File: src/rtl/link_arbiter.sv
// rtl/link_arbiter.sv - round-robin two-channel frame arbiter driving a dual-rail four-phase link
// Optional ack timeout: define LINK_ARBITER_TIMEOUT_EN.
module link_arbiter #(
  parameter int TIMEOUT_CYCLES = 255
) (
  input  logic clk,
  input  logic reset,
  input  logic req1,
  input  logic up1,
  input  logic req2,
  input  logic up2,
  input  logic ack,
  output logic bit0_out,
  output logic bit1_out,
  output logic done1,
  output logic done2,
  output logic busy,
  output logic err
);

  typedef enum logic [1:0] {IDLE, DRIVE, RELEASE, DONE} state_t;

  state_t     state, state_nx;
  logic       ack_m, ack_s;
  logic       gnt, gnt_nx;            // 0 = ch1, 1 = ch2
  logic       cmd, cmd_nx;
  logic       last_gnt, last_gnt_nx;
  logic [1:0] idx, idx_nx;
  logic [1:0] sym_nx;
  logic       done1_nx, done2_nx, err_nx;
  logic       tmo;

`ifdef LINK_ARBITER_TIMEOUT_EN
  localparam int CW = $clog2(TIMEOUT_CYCLES + 1);
  logic [CW-1:0] cnt;

  // Fires on the last allowed cycle so the exit edge lands exactly TIMEOUT_CYCLES after entry.
  assign tmo = ((state == DRIVE) || (state == RELEASE)) && (cnt == CW'(TIMEOUT_CYCLES - 1));

  always_ff @(posedge clk or negedge reset) begin
    if (!reset)
      cnt <= '0;
    else if (state_nx != state)
      cnt <= '0;
    else if ((state == DRIVE) || (state == RELEASE))
      cnt <= cnt + 1'b1;
  end
`else
  assign tmo = 1'b0;
`endif

  always_ff @(posedge clk or negedge reset) begin
    if (!reset) begin
      ack_m <= 1'b0;
      ack_s <= 1'b0;
    end else begin
      ack_m <= ack;
      ack_s <= ack_m;
    end
  end

  always_comb begin
    state_nx    = state;
    gnt_nx      = gnt;
    cmd_nx      = cmd;
    idx_nx      = idx;
    last_gnt_nx = last_gnt;
    err_nx      = 1'b0;
    case (state)
      IDLE: begin
        if (req1 || req2) begin
          if (req1 && req2)
            gnt_nx = ~last_gnt;
          else
            gnt_nx = req2;
          cmd_nx   = gnt_nx ? up2 : up1;
          idx_nx   = 2'd0;
          state_nx = DRIVE;
        end
      end
      DRIVE: begin
        if (tmo) begin
          err_nx   = 1'b1;
          state_nx = IDLE;
        end else if (ack_s) begin
          state_nx = RELEASE;
        end
      end
      RELEASE: begin
        if (tmo) begin
          err_nx   = 1'b1;
          state_nx = IDLE;
        end else if (!ack_s) begin
          if (idx == 2'd3) begin
            state_nx = DONE;
          end else begin
            idx_nx   = idx + 2'd1;
            state_nx = DRIVE;
          end
        end
      end
      DONE: begin
        last_gnt_nx = gnt;
        state_nx    = IDLE;
      end
      default: state_nx = IDLE;
    endcase
  end

  // Outputs are registered from the next-state view so they line up with the state register.
  always_comb begin
    sym_nx = 2'b00;
    if (state_nx == DRIVE) begin
      case (idx_nx)
        2'd0:    sym_nx = 2'b11;
        2'd1:    sym_nx = gnt_nx ? 2'b10 : 2'b01;
        2'd2:    sym_nx = cmd_nx ? 2'b10 : 2'b01;
        default: sym_nx = 2'b11;
      endcase
    end
    done1_nx = (state_nx == DONE) && !gnt_nx;
    done2_nx = (state_nx == DONE) && gnt_nx;
  end

  always_ff @(posedge clk or negedge reset) begin
    if (!reset) begin
      state    <= IDLE;
      gnt      <= 1'b0;
      cmd      <= 1'b0;
      idx      <= 2'd0;
      last_gnt <= 1'b1;
      bit0_out <= 1'b0;
      bit1_out <= 1'b0;
      done1    <= 1'b0;
      done2    <= 1'b0;
      busy     <= 1'b0;
      err      <= 1'b0;
    end else begin
      state    <= state_nx;
      gnt      <= gnt_nx;
      cmd      <= cmd_nx;
      idx      <= idx_nx;
      last_gnt <= last_gnt_nx;
      bit0_out <= sym_nx[0];
      bit1_out <= sym_nx[1];
      done1    <= done1_nx;
      done2    <= done2_nx;
      busy     <= (state_nx != IDLE);
      err      <= err_nx;
    end
  end

endmodule
File: config.mk
export PLATFORM = sky130hd
export DESIGN_NAME = link_arbiter
export DESIGN_NICKNAME = d
export VERILOG_FILES = /design/src/rtl/link_arbiter.sv
export SDC_FILE = /design/constraint.sdc
export NUM_CORES = 1
export LEC_CHECK = 0
export ABC_CLOCK_PERIOD_IN_PS = 1600
export CAP_MARGIN = 20
export CORE_MARGIN = 1.5
export CORE_UTILIZATION = 44
export DETAILED_ROUTE_END_ITERATION = 8
export PLACE_DENSITY = 0.72
export SLEW_MARGIN = 25
export SYNTH_ARGS = -nofsm -noshare
export SYNTH_HDL_FRONTEND = slang
export SYNTH_SLANG_ARGS = --single-unit
File: constraint.sdc
create_clock -name clk -period 1.6 [get_ports clk]
set_clock_uncertainty 0.2 [all_clocks]
set_input_delay 0.4 -clock clk [delete_from_list [all_inputs] [get_ports clk]]
set_output_delay 0.4 -clock clk [all_outputs]
set_load 0.01 [all_outputs]
==> run_results.csv <==
group,metric,value,unit
power,total_power_of_the_final_layout,1.81,mW
sta,rsz0062_at_grt,"yes",
power,comb_power_share,54.0,%
global_route,antenna_violations_before_repair,0,
cts,cts.path.max_buffers,2,
finish,mostFrequentLayoutCells,"buf_4, dfrtp_1, dlygate4sd2_1",
synth,dominantRegCellSynth,"dfrtp_1",
worst_setup_path,timing.critical_path.cells,"inv_2 -> nor2_4 -> a31oi_4 -> o22a_1 -> ha_2 -> a21bo_2 -> a31oi_1",
worst_setup_path,worstPathArrival,1.80,ns
worst_setup_path,critical_path.endpoint_type,"register",
power,power.switching_fraction,37.2,%
die,initial_core_util,49.6,%
worst_setup_path,worstReg2RegStart,"state[1]",
worst_setup_path,critPathMaxFanout,4,
global_route,grt_max_degree,11,
min_path,hold_path.class,"in2async",
die,ios,13,
routing,drt-pass1-iter-count,4,
routing,routed-via-count,640,
worst_setup_path,path_depth,7,
place,dpl.cell_count,105,
power,peakVddDrop,0.977,mV
global_route,wire_length_of_the_first_global_routing_pass,2500,um
synth,syn_area_per_cell,10.4,um2
worst_setup_path,ff2ff_setup_slack,-0.21,ns
synth,synth_async_sr_flop_share,100,%
routing,average_wire_per_standard_cell,14.5,um
sta,final.period_utilization,113,%
cts,tritoncts_clock_tree,"done",
global_route,grt_overflow,0,
synth,yosys.area_share.xor_xnor,0,%
cts,hold_buffers,0,
synth,synth_area,678,um2
worst_setup_path,critical_path.max_stage_delay,0.42,ns
finish,layout.cells.most_common,"buf_4",
cts,htreeDepth,1,
power,power_per_cell_area,1730,nW/um2
synth,synth.yosys.seq_area_share,51.8,%
power,power.switching,0.671,mW
finish,finalNonFillerCells,113,
synth,synthAdderAreaFrac,3.69,%
sta,clock.fmax,551,MHz
sta,timing_max_transition_violations_final,0,
global_route,number_of_global_route_vias_before_repair,594,
routing,drt_drc_violations_left,0,
routing,totalWireLength,1640,um
place,place_congestion,0.836,
synth,synth-compound-area-share,22.1,%
synth,post_synth_num_cell_types,32,
sta,report.final.hold_viol_count,0,
cts,cts_inserted_buffers,3,
run,drv.max_cap_violation_count,0,
synth,dominant_combinational_cell_family_by_area_after_synthesis,"compound AO/OA/AOI/OAI gates",
worst_setup_path,worst_ep_required_time,1.59,ns
worst_setup_path,worst_path_cell_with_the_longest_stage_delay,"dfrtp_1",
run_status,failing_checks,"setup timing",
worst_setup_path,cpLargestDelayFamily,"compound AO/OA/AOI/OAI gates",
synth,synthCells,65,
die,die_width,42.3,um
worst_setup_path,timing.critical_path.from_type,"register",
worst_setup_path,worstPathBufferInverterCount,1,
global_route,groute.usage.overall,18.6,%
synth,muxShareOfSynthArea,3.87,%
cts,clk_transition_reported_paths,0.09,ns
worst_setup_path,worst_r2r_path_depth,7,
die,chipHeight,42.3,um
worst_setup_path,setup.worst_path.class,"reg2reg",
power,internal-power,1.14,mW
cts,worst_skew_pair.late_latency,0.28,ns
die,area_inside_the_core_boundary,1370,um2
finish,antenna_cells_inserted,0,
routing,avgViaCountPerCell,5.66,
power,clkPwrFrac,14.1,%
sta,final.min_clock_period,1.81,ns
synth,synth-edff-count,0,
die,die_area,1790,um2
routing,ant_nets,0,
cts,cts.sinks,14,
synth,post_synthesis_share_of_cell_area_spent_on_and_or_nand_and_nor_gates,13.8,%
power,power_leakage,0.488,nW
place,detailed_place_hpwl,1120,um
cts,clock_tree.root_cell,"clkbuf_4",
finish,design.final.nets,108,
run_status,status,"complete, but fails checks",
power,seq_power_share,31.9,%
place,port_buffer_count,11,
finish,areaGrowthSynthToFinish,54.2,%
finish,final.fill_count,98,
die,fp-row-count,13,
routing,detailedRoute.firstIterationViolations,14,
sta,setup_viol,2,
synth,synth_seq_cells,14,
finish,final_layout_size_suffix_gt1_share,42.9,%
sta,final_worst_path_setup_slack,-0.214,ns
synth,postSynthNetCount,74,
worst_setup_path,r2r_end,"bit1_out",
synth,synthesis.yosys.warnings,0,
per-layer routing:
metal	vias up	track usage, %	wire length [um]
met5	-	0	0
met1	324	21.2	664
met2	16	32.9	879
li1	296	-	-
met3	4	3.45	72
met4	0	9.38	22
repair_timing:
item,CTS,global route
resized for setup,10,10
gates cloned,0,0
buffers inserted,4,1
pin swaps,6,3
setup endpoints to repair,10,4
cell families after synthesis:
| group | after synthesis |
|---|---|
| mux | 2 |
| flops | 14 |
| compound gates | 22 |
| simple gates | 18 |
| buf+inv | 6 |
| other cells | 1 |
| fa+ha+maj | 2 |
flip-flops by register name, indices dropped and copies added (netlist names):
name	count
idx	2
state	2
ack_m	1
ack_s	1
bit0_out	1
bit1_out	1
busy	1
cmd	1
done1	1
done2	1
gnt	1
last_gnt	1
how the worst max path moves through the flow:
stage | slack [ns] | end | startpoint
6_report | -0.21 | bit1_out | state[1]
5_1_grt | -0.26 | bit1_out | state[1]
4_1_cts | -0.18 | bit0_out | state[1]
3_5_place_dp | -0.77 | bit1_out | req2
3_3_place_gp | -0.76 | bit1_out | req2
2_1_floorplan | -0.1 | bit1_out | req1
cell type report:
| cell class | instances | area, um2 | share of cell area [%] |
|---|---|---|---|
| Multi-Input combinational cell | 45 | 365 | 34.9 |
| Sequential cell | 14 | 352 | 33.6 |
| Timing Repair Buffer | 31 | 259 | 24.8 |
| Tap cell | 15 | 18.8 | 1.79 |
| Inverter | 4 | 15.0 | 1.44 |
| Clock buffer | 4 | 36.3 | 3.47 |
cell usage after synthesis (2+ instances only):
| library cell | count | share of area (%) |
|---|---|---|
| a21oi_1 | 2 | 1.5 |
| a31oi_1 | 3 | 2.8 |
| dfrtp_1 | 13 | 48 |
| ha_1 | 2 | 3.7 |
| inv_1 | 3 | 1.7 |
| nand2_1 | 4 | 2.2 |
| nor2_1 | 7 | 3.9 |
| o21ai_0 | 5 | 3.7 |
| o21bai_1 | 2 | 2.2 |
| o22ai_1 | 2 | 1.8 |
metrics by stage:
stage	hold WS [ns]	area (um2)	utilization [%]	TNS, ns	setup slack [ns]
final	0.136	1050	76.6	-0.403	-0.214
after global routing	0.149	1050	76.6	-0.512	-0.258
after CTS	0.136	995	72.8	-0.359	-0.181
after detailed placement	0.152	930	68.0	-3.42	-0.767
after global placement	0.140	930	68.0	-3.16	-0.758
after floorplan	-0.0956	693	-	-0.191	-0.0983
power by group through the flow:
stage          clock network, mW  registers [mW]  logic [mW]
6_report                   0.255           0.576       0.975
5_1_grt                    0.280           0.584        1.05
4_1_cts                    0.260           0.560       0.860
3_5_place_dp                   0           0.570       0.828
3_3_place_gp                   0           0.568       0.812
2_1_floorplan                  0           0.584       0.432
Note: power is estimated with default switching activity, not from simulation.
